$ cat config.mk
export PLATFORM = sky130hd
export DESIGN_NAME = adex_spike_monitor_flat
export DESIGN_NICKNAME = d
export VERILOG_FILES = /design/src/rtl/adex_pkg.sv /design/src/rtl/adex_spike_monitor_if.sv /design/src/rtl/adex_nibble_tx.sv /design/src/rtl/adex_spike_monitor.sv /design/src/flat_wrapper.sv
export SDC_FILE = /design/constraint.sdc
export NUM_CORES = 1
export LEC_CHECK = 0
export CAP_MARGIN = 25
export CORE_MARGIN = 2
export CORE_UTILIZATION = 30
export CTS_BUF_LIST = sky130_fd_sc_hd__clkbuf_8
export DETAILED_ROUTE_END_ITERATION = 10
export DONT_BUFFER_PORTS = 1
export GPL_TIMING_DRIVEN = 0
export MAX_ROUTING_LAYER = met4
export PLACE_DENSITY = 0.46
export SLEW_MARGIN = 5
export SYNTH_ARGS = -nofsm -noshare
export SYNTH_HDL_FRONTEND = slang
export SYNTH_SLANG_ARGS = --single-unit
$ cat constraint.sdc
create_clock -name clk -period 3.8 [get_ports clk]
set_input_delay 0.76 -clock clk [delete_from_list [all_inputs] [get_ports clk]]
set_output_delay 0.76 -clock clk [all_outputs]
set_load 0.05 [all_outputs]
$ cat src/rtl/adex_pkg.sv
// Shared widths, frame layout and readout states for the AdEx spike monitor.
package adex_pkg;
  localparam int WIN_W    = 12;
  localparam int ISI_W    = 12;
  localparam int CNT_W    = 8;

  // Readout frame, MSB first: {count, last_isi, min_isi}
  localparam int FRAME_W  = CNT_W + 2 * ISI_W;
  localparam int CNT_OFF  = 2 * ISI_W;
  localparam int LAST_OFF = ISI_W;
  localparam int MIN_OFF  = 0;
  localparam logic [3:0] NIB_LAST = 4'(FRAME_W / 4 - 1);

  localparam logic [ISI_W-1:0] ISI_SAT = '1;
  localparam logic [CNT_W-1:0] CNT_SAT = '1;

  typedef enum logic {
    R_IDLE = 1'b0,
    R_SEND = 1'b1
  } rd_state_e;
endpackage

$ cat src/rtl/adex_spike_monitor_if.sv
// Nibble-serial readout port: strobes in from the reader, nibble and frame-active out.
interface adex_spike_monitor_if;
  logic       rd_start;
  logic       rd_next;
  logic [3:0] dout;
  logic       dout_valid;

  modport slave  (input rd_start, input rd_next, output dout, output dout_valid);
  modport master (output rd_start, output rd_next, input dout, input dout_valid);
endinterface

$ cat src/rtl/adex_nibble_tx.sv
// Strobe-edge driven nibble serializer: rd_start latches a frame, each rd_next edge
// presents the next nibble, MSB first; the edge after the last nibble closes the frame.
module adex_nibble_tx
  import adex_pkg::*;
(
  input  logic               clk,
  input  logic               reset,
  input  logic               rd_start_i,
  input  logic               rd_next_i,
  input  logic [FRAME_W-1:0] frame_i,
  output logic               start_o,
  output logic [3:0]         dout_o,
  output logic               dout_valid_o
);
  rd_state_e          state_q;
  logic               start_prev_q;
  logic               next_prev_q;
  logic [FRAME_W-1:0] shift_q;
  logic [3:0]         idx_q;
  logic [3:0]         dout_q;
  logic               valid_q;
  logic               next_edge;

  assign start_o      = rd_start_i & ~start_prev_q;
  assign next_edge    = rd_next_i & ~next_prev_q;
  assign dout_o       = dout_q;
  assign dout_valid_o = valid_q;

  always_ff @(posedge clk) begin
    if (reset) begin
      state_q      <= R_IDLE;
      start_prev_q <= 1'b0;
      next_prev_q  <= 1'b0;
      shift_q      <= '0;
      idx_q        <= '0;
      dout_q       <= '0;
      valid_q      <= 1'b0;
    end else begin
      start_prev_q <= rd_start_i;
      next_prev_q  <= rd_next_i;
      // A start edge restarts the frame from any state
      if (start_o) begin
        shift_q <= frame_i;
        idx_q   <= '0;
        dout_q  <= frame_i[FRAME_W-1 -: 4];
        valid_q <= 1'b1;
        state_q <= R_SEND;
      end else if (state_q == R_SEND && next_edge) begin
        if (idx_q < NIB_LAST) begin
          shift_q <= shift_q << 4;
          idx_q   <= idx_q + 4'd1;
          dout_q  <= shift_q[FRAME_W-5 -: 4];
        end else begin
          dout_q  <= '0;
          valid_q <= 1'b0;
          state_q <= R_IDLE;
        end
      end
    end
  end
endmodule

$ cat src/rtl/adex_spike_monitor.sv
// Counts spike rising edges per window, tracks last/minimum inter-spike interval,
// snapshots them at each window end and serves the snapshot over the nibble port.
module adex_spike_monitor
  import adex_pkg::*;
(
  input  logic                       clk,
  input  logic                       reset,
  input  logic                       enable,
  input  logic                       spike_in,
  input  logic [WIN_W-1:0]           win_len,
  adex_spike_monitor_if.slave        rd,
  output logic                       win_done,
  output logic [CNT_W-1:0]           snap_count,
  output logic                       snap_new,
  output logic                       overrun
);
  function automatic logic [ISI_W-1:0] sat_inc_isi(input logic [ISI_W-1:0] v);
    return (v == ISI_SAT) ? ISI_SAT : v + 1'b1;
  endfunction

  function automatic logic [CNT_W-1:0] sat_inc_cnt(input logic [CNT_W-1:0] v);
    return (v == CNT_SAT) ? CNT_SAT : v + 1'b1;
  endfunction

  logic               spike_prev_q, have_prev_q, win_done_q, snap_new_q, overrun_q;
  logic [WIN_W-1:0]   win_cnt_q;
  logic [CNT_W-1:0]   count_q, snap_count_q;
  logic [ISI_W-1:0]   isi_cnt_q, last_isi_q, min_isi_q, snap_last_q, snap_min_q;

  logic               spk_edge, win_end, rd_start_edge, snap_new_d, overrun_d;
  logic [CNT_W-1:0]   count_d;
  logic [ISI_W-1:0]   isi_val, last_isi_d, min_isi_d;
  logic [FRAME_W-1:0] frame_d;

  always_comb begin
    spk_edge   = enable & spike_in & ~spike_prev_q;
    win_end    = enable && (win_len != '0) && (win_cnt_q == win_len - 1'b1);
    isi_val    = sat_inc_isi(isi_cnt_q);
    count_d    = spk_edge ? sat_inc_cnt(count_q) : count_q;
    last_isi_d = last_isi_q;
    min_isi_d  = min_isi_q;
    if (spk_edge && have_prev_q) begin
      last_isi_d = isi_val;
      if (isi_val < min_isi_q) min_isi_d = isi_val;
    end
    // A start strobe on the window-end cycle must carry the snapshot being taken
    frame_d = '0;
    if (win_end) begin
      frame_d[CNT_OFF  +: CNT_W] = count_d;
      frame_d[LAST_OFF +: ISI_W] = last_isi_d;
      frame_d[MIN_OFF  +: ISI_W] = min_isi_d;
    end else begin
      frame_d[CNT_OFF  +: CNT_W] = snap_count_q;
      frame_d[LAST_OFF +: ISI_W] = snap_last_q;
      frame_d[MIN_OFF  +: ISI_W] = snap_min_q;
    end
    snap_new_d = snap_new_q;
    overrun_d  = overrun_q;
    if (rd_start_edge) begin
      snap_new_d = 1'b0;
      overrun_d  = 1'b0;
    end else if (win_end) begin
      snap_new_d = 1'b1;
      overrun_d  = overrun_q | snap_new_q;
    end
  end

  always_ff @(posedge clk) begin
    if (reset) begin
      spike_prev_q <= 1'b0;
      have_prev_q  <= 1'b0;
      win_done_q   <= 1'b0;
      snap_new_q   <= 1'b0;
      overrun_q    <= 1'b0;
      win_cnt_q    <= '0;
      count_q      <= '0;
      isi_cnt_q    <= '0;
      last_isi_q   <= ISI_SAT;
      min_isi_q    <= ISI_SAT;
      snap_count_q <= '0;
      snap_last_q  <= ISI_SAT;
      snap_min_q   <= ISI_SAT;
    end else begin
      spike_prev_q <= spike_in;
      win_done_q   <= win_end;
      snap_new_q   <= snap_new_d;
      overrun_q    <= overrun_d;
      last_isi_q   <= last_isi_d;
      if (!enable) begin
        win_cnt_q   <= '0;
        count_q     <= '0;
        isi_cnt_q   <= '0;
        have_prev_q <= 1'b0;
        min_isi_q   <= ISI_SAT;
      end else begin
        win_cnt_q <= win_end ? '0 : win_cnt_q + 1'b1;
        count_q   <= win_end ? '0 : count_d;
        min_isi_q <= win_end ? ISI_SAT : min_isi_d;
        isi_cnt_q <= spk_edge ? '0 : isi_val;
        if (spk_edge) have_prev_q <= 1'b1;
      end
      if (win_end) begin
        snap_count_q <= count_d;
        snap_last_q  <= last_isi_d;
        snap_min_q   <= min_isi_d;
      end
    end
  end

  assign win_done   = win_done_q;
  assign snap_count = snap_count_q;
  assign snap_new   = snap_new_q;
  assign overrun    = overrun_q;

  adex_nibble_tx u_tx (
    .clk          (clk),
    .reset        (reset),
    .rd_start_i   (rd.rd_start),
    .rd_next_i    (rd.rd_next),
    .frame_i      (frame_d),
    .start_o      (rd_start_edge),
    .dout_o       (rd.dout),
    .dout_valid_o (rd.dout_valid)
  );
endmodule

$ cat src/flat_wrapper.sv
// flat-port wrapper written by rule: the top's interface ports become plain ports
module adex_spike_monitor_flat import adex_pkg::*;
  (clk, reset, enable, spike_in, win_len, win_done, snap_count, snap_new, overrun, rd_rd_start, rd_rd_next, rd_dout, rd_dout_valid);
  adex_spike_monitor_if rd_i ();
  input  logic clk;
  input  logic reset;
  input  logic enable;
  input  logic spike_in;
  input  logic [WIN_W-1:0] win_len;
  output logic win_done;
  output logic [CNT_W-1:0] snap_count;
  output logic snap_new;
  output logic overrun;
  input wire logic [$bits(rd_i.rd_start)-1:0] rd_rd_start;
  input wire logic [$bits(rd_i.rd_next)-1:0] rd_rd_next;
  output wire logic [$bits(rd_i.dout)-1:0] rd_dout;
  output wire logic [$bits(rd_i.dout_valid)-1:0] rd_dout_valid;
  assign rd_i.rd_start = rd_rd_start;
  assign rd_i.rd_next = rd_rd_next;
  assign rd_dout = rd_i.dout;
  assign rd_dout_valid = rd_i.dout_valid;
  adex_spike_monitor u_core (.clk(clk), .reset(reset), .enable(enable), .spike_in(spike_in), .win_len(win_len), .rd(rd_i), .win_done(win_done), .snap_count(snap_count), .snap_new(snap_new), .overrun(overrun));
endmodule
# ---- Yosys cells after proc, flatten, opt, wreduce, memory -nomap -nowiden
# Index checks and enable logic that the tools add are counted.
dict set report totals {
  ff_bits 132
  latchBits 0
  mem_bits_rw 0
  mem_bits_ro 0
  in_bits 18
  output_inout_bits 16
  wordCells 69
  mem_count 0
}
dict set report op_classes {
  addsub 5
  multipliers 0
  div_mod_pow 0
  magnitude_cmp 2
  eq_ne 4
  n_shift 0
  muxes 16
  bitwise_logic 9
  reduce_logical 14
}
# operator n
set ops {}
lappend ops {{two-way mux 28 bit} 3}
lappend ops {{two-way mux 12 bit} 4}
lappend ops {{two-way mux 32 bit} 1}
lappend ops {{adder 12 x 1 -> 12 bit, second input constant} 2}
lappend ops {{two-way mux 8 bit} 2}
lappend ops {{== test 12 bit} 1}
lappend ops {{== test 12 bit, second input constant} 1}
lappend ops {{< comparator 12 bit} 1}
lappend ops {{two-way mux 4 bit} 3}
lappend ops {{nonzero test 12 bit} 1}
lappend ops {{subtractor 12 x 1 -> 12 bit, second input constant} 1}
lappend ops {{adder 8 x 1 -> 8 bit, second input constant} 1}
lappend ops {{== test 8 bit, second input constant} 1}
lappend ops {{AND reduction 2 bit} 3}
lappend ops {{OR reduction 3 bit} 2}
lappend ops {{adder 4 x 1 -> 4 bit, second input constant} 1}
lappend ops {{bitwise AND 1 bit} 4}
lappend ops {{logical AND 1 bit} 4}
lappend ops {{< comparator 4 x 3 -> 1 bit, second input constant} 1}
lappend ops {{NOT 1 bit} 4}
lappend ops {{nonzero test 2 bit} 2}
lappend ops {{OR reduction 2 bit} 2}
lappend ops {{two-way mux 1 bit} 3}
lappend ops {{!= test 2 x 1 -> 1 bit, second input constant} 1}
lappend ops {{OR 1 bit} 1}

# ---- Logic depth before layout (Yosys ltp)
dict set report logic_depth {
  depth_word 7
  mapped_depth 15
  mapped_depth_nobuf 14
}

# ---- Hierarchy
# From an unflattened synthesis, not the netlist that was laid out.
dict set report hier_totals {
  cells_unflattened 781
  hier_area_um2 6732.7
}
# mod instances cells_each area_each_um2
set by_module_without_submodules {}
lappend by_module_without_submodules {adex_spike_monitor 1 570 4894.7}
lappend by_module_without_submodules {adex_nibble_tx 1 211 1838.0}

# ---- Worst setup path before layout
# OpenSTA, ideal clock, no wires.
dict set report synth_path {
  path_kind {flip-flop to flip-flop}
  startpoint {register u_core.isi_cnt_q[3]}
  endpoint {register u_core.min_isi_q[0]}
  setup_ns 0.127
  arrival_ns 3.243
  path_slack_ns 0.430
  path_stages_with_launch 13
  path_buffers 1
  path_cell_list {dfxtp_1 nand3_1 nor3_1 and4_1 mux2_2 ha_1 nand4_1 a2111oi_0 o21ai_0 nand4b_1 buf_2 mux2_2 or3_1}
}
dict set report synth_between {
  elab_chain_cells 5
  word_cells_on_any_way 6
  classes_between {add/sub (1); order compare (1); eq/ne (1); mux (3)}
}
# element line_no
set synth_rtl {}
lappend synth_rtl {{from (decl)} adex_spike_monitor.sv:28} ;# logic [ISI_W-1:0] isi_cnt_q, last_isi_q, min_isi_q, snap_last_q, snap_min_q;
lappend synth_rtl {{from (signal assigned)} adex_spike_monitor.sv:99} ;# isi_cnt_q <= spk_edge ? '0 : isi_val;
lappend synth_rtl {{adder 12 x 1 -> 12 bit / == test 12 bit (equally long branches)} adex_spike_monitor.sv:18} ;# return (v == ISI_SAT) ? ISI_SAT : v + 1'b1;
lappend synth_rtl {{two-way mux 12 bit *} adex_spike_monitor.sv:18}
lappend synth_rtl {{named net u_core.isi_val[11]} adex_spike_monitor.sv:32} ;# logic [ISI_W-1:0] isi_val, last_isi_d, min_isi_d;
lappend synth_rtl {{< comparator 12 bit *} adex_spike_monitor.sv:44} ;# if (isi_val < min_isi_q) min_isi_d = isi_val;
lappend synth_rtl {{two-way mux 12 bit *} adex_spike_monitor.sv:44}
lappend synth_rtl {{two-way mux 12 bit *} adex_spike_monitor.sv:42} ;# if (spk_edge && have_prev_q) begin
lappend synth_rtl {{to (signal assigned)} adex_spike_monitor.sv:98} ;# min_isi_q <= win_end ? ISI_SAT : min_isi_d;
lappend synth_rtl {{to (decl)} adex_spike_monitor.sv:28}
# The timed path passes the listed nets; every way through them passes the cells marked *.
# A chain may end at the register's enable or synchronous reset.

# ---- Worst setup path after layout
dict set report layout_path {
  startpoint {register u_core.isi_cnt_q[5]}
  endpoint {register u_core.u_tx.shift_q[11]}
}
dict set report layout_between {
  elab_chain_cells 7
  word_cells_on_any_way 8
  classes_between {add/sub (1); order compare (1); eq/ne (1); mux (5)}
}
# element line_no
set layout_rtl {}
lappend layout_rtl {{adder 12 x 1 -> 12 bit / == test 12 bit (equally long branches)} adex_spike_monitor.sv:18}
lappend layout_rtl {{two-way mux 12 bit *} adex_spike_monitor.sv:18}
lappend layout_rtl {{named net u_core.isi_val[11]} adex_spike_monitor.sv:32}
lappend layout_rtl {{< comparator 12 bit} adex_spike_monitor.sv:44}
lappend layout_rtl {{two-way mux 12 bit *} adex_spike_monitor.sv:44}
lappend layout_rtl {{two-way mux 12 bit *} adex_spike_monitor.sv:42}
lappend layout_rtl {{two-way mux 32 bit *} adex_spike_monitor.sv:48} ;# if (win_end) begin
lappend layout_rtl {{two-way mux 28 bit *} adex_nibble_tx.sv:42} ;# if (start_o) begin
lappend layout_rtl {{to (signal assigned)} adex_nibble_tx.sv:43} ;# shift_q <= frame_i;
lappend layout_rtl {{to (signal assigned)} adex_nibble_tx.sv:50} ;# shift_q <= shift_q << 4;
lappend layout_rtl {{to (decl)} adex_nibble_tx.sv:18} ;# logic [FRAME_W-1:0] shift_q;
# Marked as above.

==> qor.yml <==
outcome: "finished clean"
fin_skew_ns: 0.0149
startpoint_type: "flop"
grt_pass1_vias: 4741
drive_above_1_share_pct: 14.0
dr.pass1.iters: 4
syn_to_final_growth_pct: 13.6
worst_slew_pin_slew_ns: 1.05
worstSetupPathType: "flop to flop"
fp.dieH_um: 146
ios: 34
vias: 4659
p_sw_uw: 682
p_clk_share_pct: 43.2
switching_share_pct: 24.1
numCtsBuffers: 17
synthArstFlopShare_pct: 0
p_seq_share_pct: 51.1
relSlewSlack_pct: 29.6
die_w_um: 146
wl_per_cell_um: 15.3
clock_path_buffers: 2
antenna_found_initial: 0
port_buffers: 0
final_cells: 977
post-route-period-util_pct: 94.7
cp_top_family: "simple AND/OR/NAND/NOR gates"
synthesis.area_um2: 6060
leakage_uw: 0.00267
critical_path_depth: 13
critPathBufInv: 1
ys_ff_latch: 132
avgSynthCellArea_um2: 8.92
slew_violations: 0
endpoint_kind: "flop"
ys_seq_area_share_pct: 43.6
startpoint: "u_core.isi_cnt_q[5]"
ir_worst_vdd_mv: 0.425
synthesis.nets: 713
std_cell_rows: 51
finalHoldViolations: 0
synth-main-ff-cell: "dfxtp_1"
gp_congestion: 0.826
antenna_cells: 0
power.density_nw_per_um2: 411
hold_class: "input port to flop"
p_comb_share_pct: 5.8
r2r_cells: 13
grtUsageTotal_pct: 14.9
slowest_delay_ns: 0.39
drt_iter0_markers: 230
tritoncts: "yes"
setup_violations: 0
power.internal_uw: 2140
clkTransAtPathRegs_ns: 0.08
grt_pass1_wl_um: 24500
synth_cells: 679
path_max_fanout: 10
routed_wirelength_um: 15000
overflow: 0
max_freq_ghz: 0.278
final_cell_mix: "dfxtp_1 (130), nand2_1 (73), nor2_1 (61)"
cp_slowest_cell: "mux2_2"
period_minus_slack_ns: 3.60
postRouteAntennaNets: 0
core_um2: 19700
drc: 0
die_area_um2: 21300
holdWs_ns: 0.455
r2r_start: "u_core.isi_cnt_q[5]"
fillers: 2065
hpwl_um: 11300
timing.rr.end: "u_core.u_tx.shift_q[11]"
place_inst: 944
ff2ff_setup_slack_ns: 0.20
clkSinkCount: 132
start_util_pct: 30.8
yosysWarnings: 0
ys_types: 56
finalSetupTns_ns: 0
final_nets: 733
clk_root_buffer_cell: "clkbuf_8"
h-tree-depth: 4
final_common_cell: "dfxtp_1"
critPathCapture: "u_core.u_tx.shift_q[11]"
drv_cap: 0
cp_data_arrival_time_ns: 3.91
path_cells: "nand3_2 > nor3_2 > and4_1 > mux2_2 > ha_1 > nand4_1 > a2111oi_2 > o21ai_1 > nand4b_1 > buf_6 > mux2_2 > mux2i_2 > a21oi_1"
clk_latency_ns: 0.44
grt_max_degree: 17
synth_edf_count: 0
critPathMostFrequentCell: "mux2_2"
cp_data_required_time_ns: 4.11
vias_per_cell: 4.77
[cells in the mapped netlist, types with 4 or more instances]
library cell | count | area, um2
mux2_2 | 12 | 135
dfxtp_1 | 132 | 2640
and3_1 | 6 | 37.5
nor3_1 | 11 | 55.1
mux2i_1 | 49 | 490
inv_1 | 27 | 101
ha_1 | 16 | 200
nand4b_1 | 4 | 35.0
a21oi_1 | 38 | 190
nand4_1 | 14 | 87.6
a31o_2 | 16 | 140
or2_2 | 14 | 87.6
nor2_1 | 62 | 233
clkbuf_1 | 30 | 113
o22ai_1 | 10 | 62.6
a211oi_1 | 4 | 30.0
xor2_1 | 16 | 140
nand2_1 | 73 | 274
or3_1 | 14 | 87.6
nand3_1 | 12 | 60.1
o21ai_0 | 15 | 75.1
nand2b_1 | 30 | 188
o21ai_1 | 5 | 25.0
nor2b_1 | 7 | 43.8
xnor2_1 | 14 | 123
buf_2 | 5 | 25.0
[worst min path at each step]
stage | slack [ns] | to | startpoint | depth (start not counted)
final | 0.45 | u_core.u_tx.next_prev_q | rd_rd_next | 1
after global routing | 0.42 | u_core.u_tx.next_prev_q | rd_rd_next | 1
after CTS | 0.42 | u_core.u_tx.next_prev_q | rd_rd_next | 1
after detailed placement | 0.46 | u_core.u_tx.shift_q[2] | u_core.u_tx.shift_q[2] | 2
after global placement | 0.45 | u_core.u_tx.shift_q[0] | u_core.u_tx.shift_q[0] | 2
after floorplan | 0.43 | u_core.u_tx.shift_q[0] | u_core.u_tx.shift_q[0] | 2
[area by class of cell]
| type | count | area [um2] | area share [%] |
|---|---|---|---|
| Clock inverter | 14 | 161 | 2.35 |
| Buffer | 38 | 178 | 2.58 |
| Clock buffer | 18 | 248 | 3.60 |
| Inverter | 27 | 101 | 1.47 |
| Sequential cell | 132 | 2650 | 38.5 |
| Timing Repair Buffer | 1 | 7.51 | 0.109 |
| Tap cell | 265 | 332 | 4.82 |
| Multi-Input combinational cell | 482 | 3200 | 46.6 |
[registers in the layout, summed over array words and instances, names as in the netlist, 4 cells and up]
signal and cells:
u_core.count_q 8, u_core.isi_cnt_q 12, u_core.last_isi_q 12, u_core.min_isi_q 12, u_core.snap_count 8, u_core.snap_last_q 12
u_core.snap_min_q 12, u_core.u_tx.dout_o 4, u_core.u_tx.idx_q 4, u_core.u_tx.shift_q 28, u_core.win_cnt_q 12
[worst register-to-register path, stage by stage (launching register included)]
cell and delay (ns):
dfxtp_1 0.38, nand3_2 0.16, nor3_2 0.26, and4_1 0.27, mux2_2 0.39, ha_1 0.30
nand4_1 0.18, a2111oi_2 0.38, o21ai_1 0.13, nand4b_1 0.17, buf_6 0.19, mux2_2 0.36
mux2i_2 0.21, a21oi_1 0.10
[per-layer routing]
layer  GRT usage, %  wire length [um]
met3           4.09               561
met5              -                 0
met1           18.1              7170
met2           24.1              7090
met4           4.51               144
[kinds of logic (layout without fill, tap and decap cells)]
family | after synthesis | after routing | synth area share (%)
and+or+nand+nor | 263 | 263 | 21.8
muxes | 61 | 61 | 10.3
adders and majority gates | 16 | 16 | 3.31
buffers and inverters | 65 | 98 | 4.50
xor gates and xnor gates | 31 | 31 | 4.71
AOI/OAI and AO/OA | 111 | 111 | 11.7
DFF | 132 | 132 | 43.6
[power by group through the flow]
stage	logic (uW)	clock network (uW)	registers (uW)
2_1_floorplan	125	0	1470
3_3_place_gp	159	0	1480
3_5_place_dp	163	0	1480
4_1_cts	164	1260	1440
5_1_grt	184	1330	1450
6_report	163	1220	1440
[per-stage QoR]
step	utilization, %	setup WS (ns)	cell area, um2	power [uW]
after floorplan	-	0.430	6060	1590
after global placement	32.5	-0.106	6390	1630
after detailed placement	32.5	-0.194	6390	1640
after CTS	34.7	0.0274	6830	2870
after global routing	35.0	-0.0631	6880	2960
final	35.0	0.202	6880	2830
[what timing repair did]
action,4_1_cts,5_1_grt
buffers inserted,1,0
hold buffers,0,0
gates resized for setup,6,14
endpoints found under the setup margin,27,36
pin swaps,1,1
Note: power is estimated with default switching activity, not from simulation.
